--- src/rtl/multicore_pkg.sv ---
// Shared types for the memory-access stage: load/store size codes,
// MA FSM state encoding, data-memory byte-enable width and misalignment helper.
package multicore_pkg;

    localparam int DMEM_BE_W = 4;

    typedef enum logic [2:0] {
        LB  = 3'd0,
        LH  = 3'd1,
        LW  = 3'd2,
        LBU = 3'd3,
        LHU = 3'd4
    } t_ldop;

    typedef enum logic [1:0] {
        SB = 2'd0,
        SH = 2'd1,
        SW = 2'd2
    } t_sop;

    typedef logic [1:0] t_ma_state;

    localparam t_ma_state MA_IDLE = 2'd0;
    localparam t_ma_state MA_REQ  = 2'd1;
    localparam t_ma_state MA_WAIT = 2'd2;

    // Halfword ops need addr[0]=0, word ops need addr[1:0]=0.
    function automatic logic misaligned(
        input logic [1:0] addr,
        input logic       is_store,
        input t_ldop      ldop,
        input t_sop       sop
    );
        logic half;
        logic word;
        half = is_store ? (sop == SH) : (ldop == LH || ldop == LHU);
        word = is_store ? (sop == SW) : (ldop == LW);
        return (half & addr[0]) | (word & (addr != 2'b00));
    endfunction

endpackage

--- src/rtl/mem_lane_align.sv ---
// Combinational byte-lane steering for the data-memory port.
// Ports: i_addr/i_sop/i_wdata -> o_be/o_wdata; i_addr/i_ldop/i_rdata -> o_rdata.
module mem_lane_align
    import multicore_pkg::*;
(
    input  logic [1:0]           i_addr,
    input  t_sop                 i_sop,
    input  logic [31:0]          i_wdata,
    input  t_ldop                i_ldop,
    input  logic [31:0]          i_rdata,
    output logic [DMEM_BE_W-1:0] o_be,
    output logic [31:0]          o_wdata,
    output logic [31:0]          o_rdata
);

    logic [31:0] w_shift;
    logic [7:0]  w_byte;
    logic [15:0] w_half;

    always_comb begin
        w_shift = i_rdata >> {i_addr, 3'b000};
        w_byte  = w_shift[7:0];
        w_half  = i_addr[1] ? i_rdata[31:16] : i_rdata[15:0];
        case (i_ldop)
            LB:      o_rdata = {{24{w_byte[7]}}, w_byte};
            LBU:     o_rdata = {24'h0, w_byte};
            LH:      o_rdata = {{16{w_half[15]}}, w_half};
            LHU:     o_rdata = {16'h0, w_half};
            default: o_rdata = i_rdata;
        endcase
    end

    always_comb begin
        case (i_sop)
            SB: begin
                o_be    = 4'b0001 << i_addr;
                o_wdata = {4{i_wdata[7:0]}};
            end
            SH: begin
                o_be    = i_addr[1] ? 4'b1100 : 4'b0011;
                o_wdata = {2{i_wdata[15:0]}};
            end
            default: begin
                o_be    = 4'b1111;
                o_wdata = i_wdata;
            end
        endcase
    end

endmodule

--- src/rtl/memory_access_unit.sv ---
// MA pipeline stage: registers EX results, runs a req/gnt/rvalid data-memory
// transaction, stalls the pipe until it completes and feeds forwarding and WB.
// Ports: i_aclk/i_areset_n; EX inputs i_en..i_sop; dmem o_dmem_*/i_dmem_*;
// o_stall, o_ma_op, o_ma_rdata, WB outputs, o_cu_regwrite, o_bus_err.
// Optional MA_MISALIGN_TRAP_EN adds o_misaligned and o_fault_addr.
module memory_access_unit
    import multicore_pkg::*;
#(
    parameter int MAX_WAIT = 255
) (
    input  logic                 i_aclk,
    input  logic                 i_areset_n,
    input  logic                 i_en,
    input  logic [31:0]          i_exe_calc,
    input  logic [31:0]          i_exe_wdata,
    input  logic [31:0]          i_pcplus4,
    input  logic [4:0]           i_rdest,
    input  logic                 i_cu_regwrite,
    input  logic [1:0]           i_cu_memtoreg,
    input  logic                 i_cu_memwrite,
    input  logic                 i_cu_memaccess,
    input  t_ldop                i_ldop,
    input  t_sop                 i_sop,
    output logic                 o_dmem_req,
    output logic                 o_dmem_we,
    output logic [31:0]          o_dmem_addr,
    output logic [DMEM_BE_W-1:0] o_dmem_be,
    output logic [31:0]          o_dmem_wdata,
    input  logic                 i_dmem_gnt,
    input  logic                 i_dmem_rvalid,
    input  logic [31:0]          i_dmem_rdata,
    output logic                 o_stall,
    output logic [31:0]          o_ma_op,
    output logic [31:0]          o_ma_rdata,
    output logic [31:0]          o_exe_calc,
    output logic [31:0]          o_pcplus4,
    output logic [4:0]           o_rdest,
    output logic [1:0]           o_cu_memtoreg,
`ifdef MA_MISALIGN_TRAP_EN
    output logic                 o_misaligned,
    output logic [31:0]          o_fault_addr,
`endif
    output logic                 o_cu_regwrite,
    output logic                 o_bus_err
);

    localparam int TW = (MAX_WAIT < 2) ? 1 : $clog2(MAX_WAIT);

    logic [31:0]          r_exe_calc;
    logic [31:0]          r_wdata;
    logic [31:0]          r_pcplus4;
    logic [4:0]           r_rdest;
    t_ldop                r_ldop;
    t_sop                 r_sop;
    logic                 r_regwrite;
    logic [1:0]           r_memtoreg;
    logic                 r_memwrite;
    logic                 r_memaccess;
    t_ma_state            r_state;
    logic [TW-1:0]        r_timer;
    logic                 r_bus_err;
    logic                 w_stall;
    logic                 w_tmo;
    logic                 w_mis_in;
    logic                 w_flt;
    logic                 w_ld_mem;
    logic [DMEM_BE_W-1:0] w_be;
    logic [31:0]          w_wdata;
    logic [31:0]          w_rdata;

`ifdef MA_MISALIGN_TRAP_EN
    logic        r_mis;
    logic [31:0] r_fault_addr;

    assign w_mis_in = i_en & i_cu_memaccess &
                      misaligned(i_exe_calc[1:0], i_cu_memwrite, i_ldop, i_sop);
    assign w_flt    = r_mis;

    always_ff @(posedge i_aclk or negedge i_areset_n) begin
        if (!i_areset_n) begin
            r_mis        <= 1'b0;
            r_fault_addr <= 32'h0;
        end else if (!w_stall) begin
            r_mis <= w_mis_in;
            if (w_mis_in)
                r_fault_addr <= i_exe_calc;
        end
    end

    assign o_misaligned = r_mis;
    assign o_fault_addr = r_fault_addr;
`else
    assign w_mis_in = 1'b0;
    assign w_flt    = 1'b0;
`endif

    // The completion cycle (rvalid in MA_WAIT) releases the stall so the
    // next op loads on the same edge WB captures this one.
    assign w_stall  = (r_state == MA_REQ) |
                      ((r_state == MA_WAIT) & ~i_dmem_rvalid);
    assign w_tmo    = w_stall & (MAX_WAIT != 0) &
                      (r_timer == TW'(MAX_WAIT - 1));
    assign w_ld_mem = i_en & i_cu_memaccess & ~w_mis_in;

    always_ff @(posedge i_aclk) begin
        if (!w_stall) begin
            r_exe_calc <= i_exe_calc;
            r_wdata    <= i_exe_wdata;
            r_pcplus4  <= i_pcplus4;
            r_rdest    <= i_rdest;
            r_ldop     <= i_ldop;
            r_sop      <= i_sop;
        end
    end

    always_ff @(posedge i_aclk or negedge i_areset_n) begin
        if (!i_areset_n) begin
            r_regwrite  <= 1'b0;
            r_memtoreg  <= 2'b00;
            r_memwrite  <= 1'b0;
            r_memaccess <= 1'b0;
            r_state     <= MA_IDLE;
            r_timer     <= '0;
            r_bus_err   <= 1'b0;
        end else begin
            r_bus_err <= w_tmo;
            if (!w_stall) begin
                r_regwrite  <= i_en & i_cu_regwrite;
                r_memtoreg  <= i_en ? i_cu_memtoreg : 2'b00;
                r_memwrite  <= i_en & i_cu_memwrite;
                r_memaccess <= i_en & i_cu_memaccess;
                r_state     <= w_ld_mem ? MA_REQ : MA_IDLE;
                r_timer     <= '0;
            end else if (w_tmo) begin
                r_state <= MA_IDLE;
                r_timer <= '0;
            end else begin
                r_timer <= r_timer + 1'b1;
                if (r_state == MA_REQ && i_dmem_gnt)
                    r_state <= MA_WAIT;
            end
        end
    end

    mem_lane_align u_align (
        .i_addr  (r_exe_calc[1:0]),
        .i_sop   (r_sop),
        .i_wdata (r_wdata),
        .i_ldop  (r_ldop),
        .i_rdata (i_dmem_rdata),
        .o_be    (w_be),
        .o_wdata (w_wdata),
        .o_rdata (w_rdata)
    );

    assign o_dmem_req    = (r_state == MA_REQ);
    assign o_dmem_we     = r_memwrite;
    assign o_dmem_addr   = {r_exe_calc[31:2], 2'b00};
    assign o_dmem_be     = r_memwrite ? w_be : 4'b1111;
    assign o_dmem_wdata  = w_wdata;
    assign o_stall       = w_stall;
    assign o_ma_op       = r_exe_calc;
    assign o_ma_rdata    = w_rdata;
    assign o_exe_calc    = r_exe_calc;
    assign o_pcplus4     = r_pcplus4;
    assign o_rdest       = r_rdest;
    assign o_cu_memtoreg = r_memtoreg;
    // Aborted, trapped and store ops never write the register file.
    assign o_cu_regwrite = r_regwrite & ~r_memwrite & ~w_stall &
                           ~r_bus_err & ~w_flt;
    assign o_bus_err     = r_bus_err;

endmodule

--- config.mk ---
export PLATFORM = sky130hd
export DESIGN_NAME = memory_access_unit
export DESIGN_NICKNAME = d
export VERILOG_FILES = /design/src/rtl/multicore_pkg.sv /design/src/rtl/mem_lane_align.sv /design/src/rtl/memory_access_unit.sv
export SDC_FILE = /design/constraint.sdc
export NUM_CORES = 1
export LEC_CHECK = 0
export CORE_AREA = 2 2 139 141
export CTS_CLUSTER_DIAMETER = 150
export DETAILED_ROUTE_END_ITERATION = 8
export DIE_AREA = 0 0 141 143
export PLACE_DENSITY = 0.69
export SYNTH_ARGS = -nofsm -noshare
export SYNTH_HDL_FRONTEND = slang
export SYNTH_SLANG_ARGS = --single-unit
--- constraint.sdc ---
create_clock -name i_aclk -period 4.75 [get_ports i_aclk]
set_input_delay 1.1875 -clock i_aclk [delete_from_list [all_inputs] [get_ports i_aclk]]
set_output_delay 1.1875 -clock i_aclk [all_outputs]
set_load 0.005 [all_outputs]
# Word level (Yosys, flattened, before mapping)
# Cells that the tools add are included.
# op_classes
n_addsub,1
n_eq_ne,8
shift,2
muxes,13
n_bitwise,13
n_reduce_logical,3
# ops
cell,count
32-bit case mux with 4 select lines,1
32-bit case mux with 2 select lines,1
32-bit by 5-bit >> shifter with 8-bit output,1
16-bit two-way mux,1
8-bit two-way mux,2
"8-bit by 1-bit adder with 8-bit output, second input constant",1
1-bit AND,8
"8-bit == test, second input constant",1
2-bit two-way mux,4
4-bit two-way mux,2
4-bit case mux with 2 select lines,1
"2-bit by 1-bit == test with 1-bit output, second input constant",2
1-bit NOT,4
"1-bit by 2-bit << shifter with 4-bit output, first input constant",1
"3-bit by 1-bit == test with 1-bit output, second input constant",1
"3-bit by 2-bit == test with 1-bit output, second input constant",1
"3-bit == test, second input constant",1
3-bit zero test,1
"3-bit by 1-bit != test with 1-bit output, second input constant",1
"2-bit == test, second input constant",1
2-bit zero test,1
1-bit logical AND,1
1-bit two-way mux,1
1-bit bitwise OR,1
# word_totals
ff_bits,121
in_bits,148
output_inout_bits,208
elab_cells,52

# Longest topological paths before layout
# depth
word_depth,6
ltp_mapped,6
ltp_nobuf,5

# By module
# A second synthesis with hierarchy kept.
# unflattened
cells_unflattened,515
hier_area_um2,6089.6
# modules_own_cells
mod,n_inst,cells_per_inst,area_per_inst_um2,seq_area_each_um2
memory_access_unit,1,249,4404.2,3558.4
mem_lane_align,1,266,1685.4,0.0

# Least setup slack after synthesis
# No wires, ideal clock.
# synth_path
path_kind,input port to flip-flop
start,input port i_dmem_rvalid
end,"register r_exe_calc[0] (netlist: o_exe_calc[0]), enable pin"
setup_time_ps,512
arrival_time_ps,4509
t_required_ps,4238
slack_ps,-270
stages,3
path_buffers,1
cell_sequence,or3b_1 -> nor2b_1 -> buf_1
# synth_between
elab_chain_len,3
# synth_rtl
element,line,rtl
start: declaration,memory_access_unit.sv:30,"input logic i_dmem_rvalid,"
1-bit NOT,memory_access_unit.sv:100,((r_state == MA_WAIT) & ~i_dmem_rvalid);
1-bit AND,memory_access_unit.sv:100,
1-bit bitwise OR,memory_access_unit.sv:99,assign w_stall = (r_state == MA_REQ) |
end signal: assignment,memory_access_unit.sv:107,r_exe_calc <= i_exe_calc;
end: declaration,memory_access_unit.sv:49,logic [31:0] r_exe_calc;
# No other way between the ends.
# A chain may end at the register's enable or synchronous reset.

# Worst setup path after layout
# layout_path
start,input port i_dmem_rdata[31]
end,output port o_ma_rdata[21]
# layout_between
elab_chain_len,2
word_cells_on_any_way,3
cone_classes,1 x shift; 2 x mux
# layout_rtl
element,line,rtl
start: declaration,memory_access_unit.sv:31,"input logic [31:0] i_dmem_rdata,"
32-bit by 5-bit >> shifter with 8-bit output or 16-bit two-way mux (tied branches),"mem_lane_align.sv:21, mem_lane_align.sv:23",
32-bit case mux with 4 select lines *,mem_lane_align.sv:24,case (i_ldop)
end: declaration,memory_access_unit.sv:34,"output logic [31:0] o_ma_rdata,"
# Mark *: on every way between the ends. The rest lies on a longest branch, timed or not.

==> results_dict.tcl <==
set metrics [dict create \
    power_switching_mw 1.05 \
    syn_avg_cell_area_sq_um 14.2 \
    netlist_area_sq_mm 0.00570 \
    finalCoreUtilization_pct 51.6 \
    r2r-start "r_state[1]" \
    postSynthCellCount 402 \
    intPower_mw 3.11 \
    outcome "complete, no violations" \
    number_of_drc_markers_in_iteration_0 176 \
    fin_nets 843 \
    cts_inserted_buffers 17 \
    worst_setup_hold_path_clk_slew_ns 0.05 \
    period_needed_ns 4.46 \
    core_region_area_sq_mm 0.0186 \
    dieWidth_um 141 \
    worst-path-max-fanout 16 \
    share_comb_of_total_power_pct 30.9 \
    holdPathEnd "r_regwrite" \
    track_usage_pct 16.9 \
    cts_max_path_buffers 2 \
    viasPerCell 4.63 \
    setup_violations 0 \
    critical_path_data_arrival_time_ns 3.27 \
    diode_insertion_count_for_antenna_repair 0 \
    h-tree-depth 4 \
    post_cts_resize_count 0 \
    setup_total_negative_slack_ns 0 \
    grt_pass1_wl_um 25900 \
    synth.top_cell.area_share_pct 55.8 \
    synth.yosys.seq_area_share_pct 62.4 \
    timing.final.max_slew_violations 0 \
    dieHeight_um 143 \
    tightestPinTransition_ns 0.753 \
    fin_skew_ns 0.00753 \
    dr_vias 4346 \
    swShare_pct 25.2 \
    gp_congestion 0.889 \
    ys.flop_type "edfxtp_1" \
    tritoncts_num_sinks 121 \
    areaGrowthSynthToFinish_pct 68.1 \
    critical_path.reg2reg.endpoint "r_wdata[31]" \
    finalCritPeriodShare_pct 93.8 \
    drc_errors 0 \
    min-delay-path-class "reg2reg" \
    grt_max_degree 60 \
    ant_nets 0 \
    timing.reg2reg.setup_slack_ns 2.30 \
    critical_path.startpoint_type "input pin" \
    hold_start "r_regwrite" \
    fmax_mhz 224 \
    largest_stage_delay_worst_path_ns 0.54 \
    critPathRequiredTime_ns 3.56 \
    drv_cap 0 \
    post_cts_hold_buffer_count 0 \
    synth_enable_flop_cells 106 \
    crit_path_end_kind "output pin" \
    power-per-cell-area_mw_per_mm2 433 \
    worst_ir_drop_vdd_mv 0.278 \
    starting_density_of_the_core_pct 30.7 \
    fp.dieArea_sq_mm 0.0202 \
    buffer_ports.inserted 353 \
    post-cts-setup-buffer-count 0 \
    unrepaired_setup_endpoints_after_global_routing "false" \
    post_route_cells_drive_above_1_share_pct 11.3 \
    share_of_synthesized_flip_flops_with_an_asynchronous_set_or_reset_pct 12.4 \
    power.leakage_nw 3.59 \
    drt_first_pass_iters 4 \
    yosysUniqueCellTypes 42 \
    timing.critical_path.cells "clkdlybuf4s50_1 -> mux4_2 -> nor2_2 -> a2111oi_4 -> buf_4 -> a21o_2 -> clkdlybuf4s50_1" \
    postRouteWirelength_um 17500 \
    insertion_delay_ns 0.42 \
    hpwl_um 13600 \
    timing.critical_path.slowest_stage_cell "mux4_2" \
    tritoncts "yes" \
    routedWlPerCell_um 18.6 \
    max-slew-margin-rel_pct 49.8 \
    timing_worst_setup_path_type "in2out" \
    cpMostUsedCell "clkdlybuf4s50_1" \
    synth_warnings 0 \
    final_hold_viol_count 0 \
    worstHoldPathCells 2 \
    yosys_register_bits 121 \
    synth_top_area_cell "edfxtp_1" \
    grt_antenna_before_repair 0 \
    seqPwrFrac_pct 35.9 \
    reg2regPathDepth 4 \
    clkPwrFrac_pct 33.2 \
    top_level_ports 356 \
    ctsRootBufferMaster "clkbuf_16" \
    grt-ovfl-total 0 \
    rows 50 \
    post_synth_main_area_contributors "edfxtp_1 (56%), buf_4 (9.7%), dfrtp_1 (6.6%), mux2_2 (4.5%), mux4_1 (3.2%)" \
    first_global_vias 4615 \
]
## kinds of logic (layout without fill, tap and decap cells)
group	Yosys count	after routing	synth area share, %
buffers and inverters	94	396	11.5
flip-flops	121	121	62.4
other	1	2	0.0658
XOR/XNOR	3	3	0.461
adder cells (fa/ha/maj)	2	2	0.439
AO/OA/AOI/OAI	73	73	9.33
AND/OR/NAND/NOR	68	68	6.01
multiplexers	40	40	9.75
## registers in the layout, summed over array words and instances, names as in the netlist
| name | count |
|---|---|
| r_sop | 2 |
| o_pcplus4 | 32 |
| o_cu_memtoreg | 2 |
| r_state | 2 |
| o_rdest | 5 |
| o_exe_calc | 32 |
| r_timer | 8 |
| r_ldop | 3 |
| r_wdata | 32 |
| o_dmem_we | 1 |
| o_bus_err | 1 |
| r_regwrite | 1 |
## cell type report
cell class                      instances  area (sq um)
Sequential cell                       121          3560
Clock inverter                         14           205
Multi-Input combinational cell        188          1500
Clock buffer                           17           425
Timing Repair Buffer                  360          3590
Tap cell                              234           293
Inverter                                5          18.8
Fill cell                            1618          9000
## per-stage QoR
stage | cell area, sq um | worst slack [ns] | cells | power (mW) | hold WS [ns]
after floorplan | 5710 | 0.137 | 403 | 2.04 | 0.431
after global placement | 8950 | 0.317 | 908 | 2.78 | 0.449
after detailed placement | 8950 | 0.308 | 908 | 2.80 | 0.465
after CTS | 9580 | 0.293 | 939 | 4.20 | 0.478
after global routing | 9580 | 0.241 | 939 | 4.33 | 0.512
final | 9580 | 0.294 | 939 | 4.15 | 0.472
## power groups by stage
stage	clock network, mW	logic, mW	registers [mW]
after detailed placement	0	1.29	1.51
after global routing	1.45	1.36	1.52
after global placement	0	1.28	1.50
final	1.38	1.28	1.49
after floorplan	0	0.538	1.51
after CTS	1.41	1.30	1.50
## worst max-delay path: cells and delay by family
kind	cells	cell delay, ns
simple gates	1	0.15
compound gates	2	0.24
buf+inv	3	1.13
mux	1	0.54
## synthesized netlist by cell type (all sizes together), types with 2 or more instances
| master | instances |
|---|---|
| edfxtp | 106 |
| nor2b | 6 |
| nand3b | 2 |
| nor2 | 9 |
| nand3 | 9 |
| nand2b | 4 |
| mux4 | 8 |
| a21o | 16 |
| or3 | 2 |
| clkbuf | 8 |
| nor3 | 9 |
| mux2 | 23 |
| nand2 | 22 |
| mux2i | 9 |
| xor2 | 2 |
| nor4b | 2 |
| inv | 5 |
| buf | 81 |
| o21ai | 15 |
| a21oi | 20 |
| a211oi | 8 |
| a221o | 10 |
| ha | 2 |
| dfrtp | 15 |
## placed cells by master (no fill, tap or decap), types with 5 or more instances in the layout
cell type / n
clkbuf_16: 17
mux2i_1: 9
nand2_1: 22
a211oi_1: 7
buf_4: 7
mux2_2: 23
nor2_1: 8
bufinv_16: 5
a21o_2: 16
nor3_1: 9
inv_1: 5
edfxtp_1: 106
dfrtp_1: 15
o21ai_0: 14
a221o_1: 9
clkdlybuf4s50_1: 353
mux4_1: 7
a21oi_1: 20
nand3_1: 9
## per-layer routing
metal	GRT usage (%)	up-vias	share of wire (%)	routed length, um
met4	5.89	0	1.6	287
met2	31.6	236	54	9510
met5	0	-	0	0
li1	-	2020	-	-
met3	6.34	21	8.9	1570
met1	17.4	2069	35	6140
## worst max-delay path by stage
stage	startpoint	to	slack, ns	depth (start not counted)
after detailed placement	i_dmem_rdata[31]	o_ma_rdata[21]	0.31	7
after CTS	i_dmem_rdata[23]	o_ma_rdata[21]	0.29	7
after global placement	i_dmem_rdata[23]	o_ma_rdata[31]	0.32	7
after floorplan	i_dmem_rvalid	o_exe_calc[0]	0.14	3
after global routing	i_dmem_rdata[15]	o_ma_rdata[24]	0.24	7
final	i_dmem_rdata[31]	o_ma_rdata[21]	0.29	7
Note: power is estimated with default switching activity, not from simulation.
